**config.mk**
```make
export PLATFORM = sky130hd
export DESIGN_NAME = rx_round_sat_pipe_flat
export DESIGN_NICKNAME = d
export VERILOG_FILES = /design/src/rtl/rx_round_sat_pipe_if.sv /design/src/rtl/rx_round_sat_pipe.sv /design/src/flat_wrapper.sv
export SDC_FILE = /design/constraint.sdc
export NUM_CORES = 1
export LEC_CHECK = 0
export CAP_MARGIN = 15
export CORE_MARGIN = 10
export CORE_UTILIZATION = 51
export DETAILED_ROUTE_END_ITERATION = 12
export PLACE_DENSITY = 0.8
export SLEW_MARGIN = 5
export SYNTH_ARGS = -nofsm -noshare
export SYNTH_HDL_FRONTEND = slang
export SYNTH_SLANG_ARGS = --single-unit
```
**constraint.sdc**
```tcl
create_clock -name clk -period 1.55 [get_ports clk]
set_input_delay 0.2325 -clock clk [delete_from_list [all_inputs] [get_ports clk]]
set_output_delay 0.2325 -clock clk [all_outputs]
set_load 0.02 [all_outputs]
```
**src/rtl/rx_round_sat_pipe_if.sv**
```systemverilog
// rtl/rx_round_sat_pipe_if.sv - stream and control bundle for the RX rounder/saturator
interface rx_round_sat_pipe_if #(
    parameter int IN_WIDTH  = 16,
    parameter int OUT_WIDTH = 8,
    parameter int NUM_CH    = 2,
    parameter int SHIFT_W   = 4,
    parameter int CNT_WIDTH = 16
);
    logic                          in_valid;
    logic                          in_ready;
    logic [NUM_CH*IN_WIDTH-1:0]    in_data;
    logic [SHIFT_W-1:0]            shift;
    logic [1:0]                    rnd_mode;
    logic                          out_valid;
    logic                          out_ready;
    logic [NUM_CH*OUT_WIDTH-1:0]   out_data;
    logic [NUM_CH-1:0]             out_sat;
    logic [CNT_WIDTH-1:0]          sat_cnt;
    logic                          sat_clr;

    modport master (
        output in_valid, in_data, shift, rnd_mode, out_ready, sat_clr,
        input  in_ready, out_valid, out_data, out_sat, sat_cnt
    );

    modport slave (
        input  in_valid, in_data, shift, rnd_mode, out_ready, sat_clr,
        output in_ready, out_valid, out_data, out_sat, sat_cnt
    );
endinterface

```
**src/rtl/rx_round_sat_pipe.sv**
```systemverilog
// rtl/rx_round_sat_pipe.sv - 2-stage multi-channel shift/round/saturate pipe; RX_ROUND_SAT_CNT_EN enables sat_cnt
module rx_round_sat_pipe #(
    parameter int IN_WIDTH  = 16,
    parameter int OUT_WIDTH = 8,
    parameter int NUM_CH    = 2,
    parameter int SHIFT_W   = 4,
    parameter int CNT_WIDTH = 16
) (
    input  logic              clk,
    input  logic              rst_n,
    rx_round_sat_pipe_if.slave bus
);
    localparam int RW   = IN_WIDTH + 1;
    localparam int SA_W = $clog2(IN_WIDTH);
    localparam logic [OUT_WIDTH-1:0] OUT_MAX = {1'b0, {(OUT_WIDTH-1){1'b1}}};
    localparam logic [OUT_WIDTH-1:0] OUT_MIN = {1'b1, {(OUT_WIDTH-1){1'b0}}};

    logic                        s1_valid;
    logic                        s2_valid;
    logic                        s2_adv;
    logic                        in_ready;
    logic [SA_W-1:0]             sh_eff;
    logic [NUM_CH*RW-1:0]        rnd_next;
    logic [NUM_CH*RW-1:0]        s1_data;
    logic [NUM_CH*OUT_WIDTH-1:0] sat_data_next;
    logic [NUM_CH-1:0]           sat_next;
    logic [NUM_CH*OUT_WIDTH-1:0] out_data_q;
    logic [NUM_CH-1:0]           out_sat_q;

    // Rounded quotient keeps one extra bit so a carry out of the top is never wrapped.
    function automatic logic [RW-1:0] round_one(
        input logic [IN_WIDTH-1:0] x,
        input logic [SA_W-1:0]     s,
        input logic [1:0]          mode
    );
        logic signed [RW-1:0] ext;
        logic signed [RW-1:0] fl;
        logic [RW-1:0]        rem;
        logic [RW-1:0]        half;
        logic                 up;
        ext  = {x[IN_WIDTH-1], x};
        fl   = ext >>> s;
        rem  = ext & ~({RW{1'b1}} << s);
        half = (RW'(1) << s) >> 1;
        up   = 1'b0;
        if (s != '0) begin
            case (mode)
                2'b01:   up = (rem >= half);
                2'b10:   up = (rem > half) || ((rem == half) && fl[0]);
                2'b11:   up = (rem > half) || ((rem == half) && !ext[RW-1]);
                default: up = 1'b0;
            endcase
        end
        return fl + RW'(up);
    endfunction

    always_comb begin
        sh_eff = SA_W'(bus.shift);
        if (int'(bus.shift) > IN_WIDTH - 1)
            sh_eff = SA_W'(IN_WIDTH - 1);
    end

    always_comb begin
        rnd_next = '0;
        for (int ch = 0; ch < NUM_CH; ch++)
            rnd_next[ch*RW +: RW] = round_one(bus.in_data[ch*IN_WIDTH +: IN_WIDTH], sh_eff, bus.rnd_mode);
    end

    // A value fits when every bit from the output sign bit upward agrees.
    always_comb begin
        logic [RW-1:0]           r;
        logic [RW-OUT_WIDTH:0]   hi;
        sat_data_next = '0;
        sat_next      = '0;
        r             = '0;
        hi            = '0;
        for (int ch = 0; ch < NUM_CH; ch++) begin
            r  = s1_data[ch*RW +: RW];
            hi = r[RW-1:OUT_WIDTH-1];
            if ((&hi) || !(|hi)) begin
                sat_data_next[ch*OUT_WIDTH +: OUT_WIDTH] = r[OUT_WIDTH-1:0];
            end else begin
                sat_next[ch] = 1'b1;
                sat_data_next[ch*OUT_WIDTH +: OUT_WIDTH] = r[RW-1] ? OUT_MIN : OUT_MAX;
            end
        end
    end

    assign s2_adv   = !s2_valid || bus.out_ready;
    assign in_ready = !s1_valid || s2_adv;

    always_ff @(posedge clk or negedge rst_n) begin
        if (!rst_n) begin
            s1_valid   <= 1'b0;
            s1_data    <= '0;
            s2_valid   <= 1'b0;
            out_data_q <= '0;
            out_sat_q  <= '0;
        end else begin
            if (in_ready) begin
                s1_valid <= bus.in_valid;
                if (bus.in_valid)
                    s1_data <= rnd_next;
            end
            if (s2_adv) begin
                s2_valid <= s1_valid;
                if (s1_valid) begin
                    out_data_q <= sat_data_next;
                    out_sat_q  <= sat_next;
                end
            end
        end
    end

    assign bus.in_ready  = in_ready;
    assign bus.out_valid = s2_valid;
    assign bus.out_data  = out_data_q;
    assign bus.out_sat   = out_sat_q;

`ifdef RX_ROUND_SAT_CNT_EN
    logic [CNT_WIDTH-1:0] cnt_q;

    always_ff @(posedge clk or negedge rst_n) begin
        if (!rst_n)
            cnt_q <= '0;
        else if (bus.sat_clr)
            cnt_q <= '0;
        else if (s2_valid && bus.out_ready && (|out_sat_q) && !(&cnt_q))
            cnt_q <= cnt_q + CNT_WIDTH'(1);
    end

    assign bus.sat_cnt = cnt_q;
`else
    logic unused_sat_clr;
    assign unused_sat_clr = bus.sat_clr;
    assign bus.sat_cnt    = '0;
`endif
endmodule
```
**src/flat_wrapper.sv**
```systemverilog
// flat-port wrapper written by rule: the top's interface ports become plain ports
module rx_round_sat_pipe_flat 
#(
    parameter int IN_WIDTH  = 16,
    parameter int OUT_WIDTH = 8,
    parameter int NUM_CH    = 2,
    parameter int SHIFT_W   = 4,
    parameter int CNT_WIDTH = 16
)
  (clk, rst_n, bus_in_valid, bus_in_data, bus_shift, bus_rnd_mode, bus_out_ready, bus_sat_clr, bus_in_ready, bus_out_valid, bus_out_data, bus_out_sat, bus_sat_cnt);
  rx_round_sat_pipe_if #(.IN_WIDTH(IN_WIDTH), .OUT_WIDTH(OUT_WIDTH), .NUM_CH(NUM_CH), .SHIFT_W(SHIFT_W), .CNT_WIDTH(CNT_WIDTH)) bus_i ();
  input  logic clk;
  input  logic rst_n;
  input wire logic [$bits(bus_i.in_valid)-1:0] bus_in_valid;
  input wire logic [$bits(bus_i.in_data)-1:0] bus_in_data;
  input wire logic [$bits(bus_i.shift)-1:0] bus_shift;
  input wire logic [$bits(bus_i.rnd_mode)-1:0] bus_rnd_mode;
  input wire logic [$bits(bus_i.out_ready)-1:0] bus_out_ready;
  input wire logic [$bits(bus_i.sat_clr)-1:0] bus_sat_clr;
  output wire logic [$bits(bus_i.in_ready)-1:0] bus_in_ready;
  output wire logic [$bits(bus_i.out_valid)-1:0] bus_out_valid;
  output wire logic [$bits(bus_i.out_data)-1:0] bus_out_data;
  output wire logic [$bits(bus_i.out_sat)-1:0] bus_out_sat;
  output wire logic [$bits(bus_i.sat_cnt)-1:0] bus_sat_cnt;
  assign bus_i.in_valid = bus_in_valid;
  assign bus_i.in_data = bus_in_data;
  assign bus_i.shift = bus_shift;
  assign bus_i.rnd_mode = bus_rnd_mode;
  assign bus_i.out_ready = bus_out_ready;
  assign bus_i.sat_clr = bus_sat_clr;
  assign bus_in_ready = bus_i.in_ready;
  assign bus_out_valid = bus_i.out_valid;
  assign bus_out_data = bus_i.out_data;
  assign bus_out_sat = bus_i.out_sat;
  assign bus_sat_cnt = bus_i.sat_cnt;
  rx_round_sat_pipe #(.IN_WIDTH(IN_WIDTH), .OUT_WIDTH(OUT_WIDTH), .NUM_CH(NUM_CH), .SHIFT_W(SHIFT_W), .CNT_WIDTH(CNT_WIDTH)) u_core (.clk(clk), .rst_n(rst_n), .bus(bus_i));
endmodule
```
# Yosys cells after proc, flatten, opt, wreduce, memory -nomap -nowiden
# Cells that the tools add are included.
[word_totals]
regBits = 54
inputBits = 43
output_inout_bits = 36
elab_cells = 58
[classes]
addsub = 2
order_cmp = 4
eq_ne = 5
shift = 4
n_mux = 10
n_bitwise = 3
n_reduce_logical = 25
[op_table]
columns = ["operator", "n"]
rows = [
  ["adder 17 x 1 -> 17 bit", 2],
  ["AND 17 bit", 2],
  ["== test 17 x 16 -> 1 bit", 2],
  ["greater-or-equal comparator 17 x 16 -> 1 bit", 2],
  ["> comparator 17 x 16 -> 1 bit", 2],
  [">>> shifter 16 x 4 -> 17 bit", 2],
  ["2-to-1 mux 8 bit", 4],
  ["AND reduction 10 bit", 2],
  ["OR reduction 10 bit", 2],
  ["NOT 17 bit", 1],
  ["<< shifter 1 x 4 -> 17 bit, first input constant", 1],
  ["<< shifter 17 x 4 -> 17 bit, first input constant", 1],
  ["logical OR 1 bit", 8],
  ["zero test 1 bit", 6],
  ["case mux 1 bit (3 select lines)", 2],
  ["== test 2 bit, second input constant", 2],
  ["logical AND 1 bit", 4],
  ["2-to-1 mux 1 bit", 4],
  ["AND reduction 2 bit", 2],
  ["nonzero test 4 bit", 1],
  ["== test 2 x 1 -> 1 bit, second input constant", 1],
]

# Longest topological paths before layout
[depth]
depth_word = 9
ltp_mapped = 24
mapped_depth_nobuf = 19

# Worst setup path after synthesis
# No wires, ideal clock.
[synth_path]
kind = "input-to-reg"
from = "in bus_shift[0]"
to = "reg u_core.s1_data[14]"
setup_time_ps = 76
t_arrival_ps = 4257
t_required_ps = 1474
path_slack_ps = -2783
path_stages = 23
n_path_buf = 5
path_cell_list = "buf_4 -> buf_12 -> clkbuf_1 -> buf_2 -> and2_1 -> clkbuf_1 -> nand2_1 -> ha_1 -> a21o_1 -> a21o_1 -> a21oi_1 -> o211ai_1 -> a221oi_1 -> nor2_1 -> a2111oi_0 -> nor3_1 -> ha_1 -> ha_1 -> o211ai_1 -> nor2_1 -> nor4b_2 -> xor2_1 -> o21ai_1"
[synth_via]
elab_chain_len = 9
elab_cells_between_ends = 16
classes_between = "1 x add/sub; 2 x order compare; 1 x eq/ne; 3 x shift; 2 x mux; 2 x bitwise; 5 x reduce/logical"
[synth_rtl]
columns = ["element", "line", "rtl"]
rows = [
  ["from (decl)", "flat_wrapper.sv:16", "input wire logic [$bits(bus_i.shift)-1:0] bus_shift;"],
  ["parallel branches: the longest is 8 deep, another holds > comparator 17 x 16 -> 1 bit", "-", ""],
  ["adder 17 x 1 -> 17 bit (*)", "rx_round_sat_pipe.sv:54", "return fl + RW'(up);"],
  ["to (signal assigned)", "rx_round_sat_pipe.sv:103", "s1_data <= rnd_next;"],
  ["to (decl)", "rx_round_sat_pipe.sv:24", "logic [NUM_CH*RW-1:0] s1_data;"],
]
# Every way passes the cells marked *.
# A chain may end at the register's enable or synchronous reset.

# Final worst setup path
[layout_path]
from = "in bus_shift[2]"
to = "reg u_core.s1_data[16]"
# The elaborated chain is that of the path after synthesis.

==> out/results.ini <==
[global_route]
grt_max_degree = 47
grt_first_pass_wirelength_mm = 31.2
track_usage_pct = 23.0
antenna_found_initial = 0
gr-total-overflow = 0
grt_pass1_vias = 6202

[sta]
layout_setup_ws_ps = -1800
finalHoldViolations = 0
worstMarginPinSlew_ps = 620
holdWs_ps = 329
period_needed_ps = 3350
drv_slew = 0
clock_skew_ps = 3.27
finalSetupTns_ps = -50190
max_freq_mhz = 299
grt_setup_unrepaired = true
relSlewSlack_pct = 58.3
setup_viol = 34
finalCritPeriodShare_pct = 216

[routing]
avgViaCountPerCell = 6.03
vias = 6219
drc = 0
wl_mm = 20.2
ant_nets = 0
drt_iter0_markers = 575
post_drt_wl_per_cell_um = 19.6
firstDrtPassIters = 5

[worst_setup_path]
worstSetupEndpointType = flip-flop
crit_arrival_ps = 3580
r2r_end = u_core.bus.out_data[12]$_DFFE_PN0P_
path_max_fanout = 6
cp.required_ps = 1780
start_kind = input port
r2r_cells = 6
rrSetupSlack_ps = 70
crit_type = input port to flip-flop
rr_startpoint = u_core.s1_data[33]$_DFFE_PN0P_

[final_layout]
drive_gt1_share_pct = 40.1
post-route-util_pct = 77.2
synthToLayoutAreaGrowth_pct = 46.2
fill_cells = 745
nets = 968
n_antenna_cell = 0

[status]
status = finished, violations left
violations = setup timing

[power]
leakage_uw = 0.00382
design_power_total_uw = 5800
vdd_drop_max_uv = 1130
pwr_density_cell_mw_per_mm2 = 685

[cts]
cts_root_buf = clkbuf_16
cts-htree-levels = 2
worst_skew_pair.late_latency_ps = 290
cts_tree = built
clk_pin_slew_ps = 70
cts_buffers = 5
clock_sinks = 54
clk_path_buf_depth = 2

[placement]
io_buffers = 61
hpwl_mm = 15.2
gp_congestion = 0.981
place_ws_ps = -2590

[floorplanning]
ios = 79
core_mm2 = 0.0110
die_w_um = 127
dieArea_mm2 = 0.0160
row_count = 38
initial_core_util_pct = 52.8
die_y_um = 127

[logic_synthesis]
syn_area_per_cell_um2 = 8.74
synth_area_mm2 = 0.00580
ys_warn_count = 0
synth_cells = 663
synth_edf_count = 0
synthDistinctLibCells = 73
synth_flop_cell = dfrtp_1
synth-async-reset-ratio_pct = 100
ys_seq_elements = 54
seq_area_frac_synth_pct = 23.3

[hold_path]
hold_class = input port to async pin

[job]
cap_violations = 0

placed cells by master, fill, tap and decap left out, drive strengths merged, types with 19 or more instances in the layout:
cell type,Yosys,routed
o21ai,60,60
clkdlybuf4s50,1,52
mux2i,20,20
dfrtp,54,54
mux2,22,22
nand2,117,117
a21oi,30,30
nor2,30,30
ha,34,34
nor2b,19,19
buf,29,206
mux4,23,23
critical path, cell delays in order:
cell and delay [ps]:
buf_8 110, buf_6 120, buf_4 130, nor2_4 140, buf_4 140, nand2_1 60
nand2_1 70, ha_1 230, nand2b_1 190, a21oi_2 170, o211ai_1 150, a221oi_2 250
nor2_1 80, a2111oi_2 250, nor3_2 70, ha_2 200, buf_6 120, ha_4 140
o211ai_1 120, buf_4 190, nor3_4 40, a211o_1 280, nand2_1 70
state kept, by name, summed over array words and instances, names as in the netlist:
signal,flops
u_core.bus.out_data,16
u_core.bus.out_sat,2
u_core.bus.out_valid,1
u_core.s1_data,34
u_core.s1_valid,1
per-layer routing:
| metal | part of all wire [%] | track usage (%) | vias up |
|---|---|---|---|
| met5 | 0 | 0 | - |
| met4 | 3.5 | 9.44 | 0 |
| met3 | 7.2 | 4.21 | 49 |
| met2 | 48 | 38.4 | 305 |
| met1 | 41 | 28.7 | 3014 |
| li1 | - | - | 2851 |
cell usage after synthesis (4+ instances only):
library cell	n	area share, %
nand4_1	9	0.97
mux2i_1	20	3.5
mux4_2	13	5.1
o211ai_1	4	0.52
nor2b_1	19	2.1
xor2_1	11	1.7
and3_1	18	1.9
mux2_2	20	3.9
xnor2_1	14	2.1
nand2b_1	6	0.65
inv_1	6	0.39
o21ai_0	54	4.7
buf_4	17	2.2
a221oi_1	4	0.60
nor3_2	4	0.69
or3_1	4	0.43
a21o_1	6	0.78
mux4_1	10	4.5
clkbuf_1	21	1.4
nand2_1	117	7.6
o21a_1	7	0.91
and2_1	10	1.1
nor3_1	7	0.60
o31ai_1	5	0.65
nor4_1	4	0.43
dfrtp_1	54	23
nor2_1	29	1.9
clkbuf_8	5	1.2
o21ai_1	5	0.43
or2_2	7	0.76
ha_1	34	7.3
a21oi_1	30	2.6
buf_6	6	1.2
o211a_1	4	0.69
nand3_1	15	1.3
a211oi_1	4	0.52
worst max-delay path by stage:
stage | end | depth (start not counted) | from | slack, ps
5_1_grt | u_core.s1_data[16]$_DFFE_PN0P_ | 22 | bus_shift[1] | -1920
2_1_floorplan | u_core.s1_data[14]$_DFFE_PN0P_ | 24 | bus_shift[1] | -2390
3_3_place_gp | u_core.s1_data[14]$_DFFE_PN0P_ | 20 | bus_shift[2] | -2460
4_1_cts | u_core.s1_data[16]$_DFFE_PN0P_ | 21 | bus_shift[2] | -1920
3_5_place_dp | u_core.s1_data[14]$_DFFE_PN0P_ | 20 | bus_shift[2] | -2590
6_report | u_core.s1_data[16]$_DFFE_PN0P_ | 23 | bus_shift[2] | -1800
power breakdown:
part | leakage (uW) | internal [uW] | total (uW) | switching [uW]
Clock | 0.0000739 | 641 | 1120 | 483
Combinational | 0.00310 | 1400 | 2810 | 1410
Sequential | 0.000648 | 1670 | 1870 | 195
Total | 0.00382 | 3720 | 5800 | 2080
cell families after synthesis:
group           Yosys count  share of synthesized area (%)
mux                      65                           17.4
compound gates          153                           16.7
simple gates            267                           23.2
flops                    54                           23.3
xor+xnor                 25                           3.78
buf+inv                  64                           8.07
other cells               1                         0.0647
fa+ha+maj                34                           7.34
per-stage QoR:
step	cell area [um^2]	std cells
2_1_floorplan	5960	678
3_3_place_gp	7660	1004
3_5_place_dp	7660	1004
4_1_cts	8140	1027
5_1_grt	8480	1032
6_report	8480	1032
area by class of cell:
| class | count | area, um^2 | area share, % |
|---|---|---|---|
| sequential | 54 | 1350 | 16.0 |
| timing repair buffer | 264 | 2240 | 26.4 |
| tap | 140 | 175 | 2.07 |
| inverter | 6 | 22.5 | 0.266 |
| multi-input combinational | 560 | 4540 | 53.6 |
| clock buffer | 7 | 143 | 1.68 |
| clock inverter | 1 | 5.00 | 0.0590 |
what timing repair did:
action / CTS / global route
endpoints found under the setup margin: 35 / 50
endpoints found under the hold margin: 8 / 0
buffers inserted: 14 / 6
gates resized for setup: 73 / 75
hold buffers: 1 / 0
pin swaps: 58 / 50
Note: power is estimated with default switching activity, not from simulation.
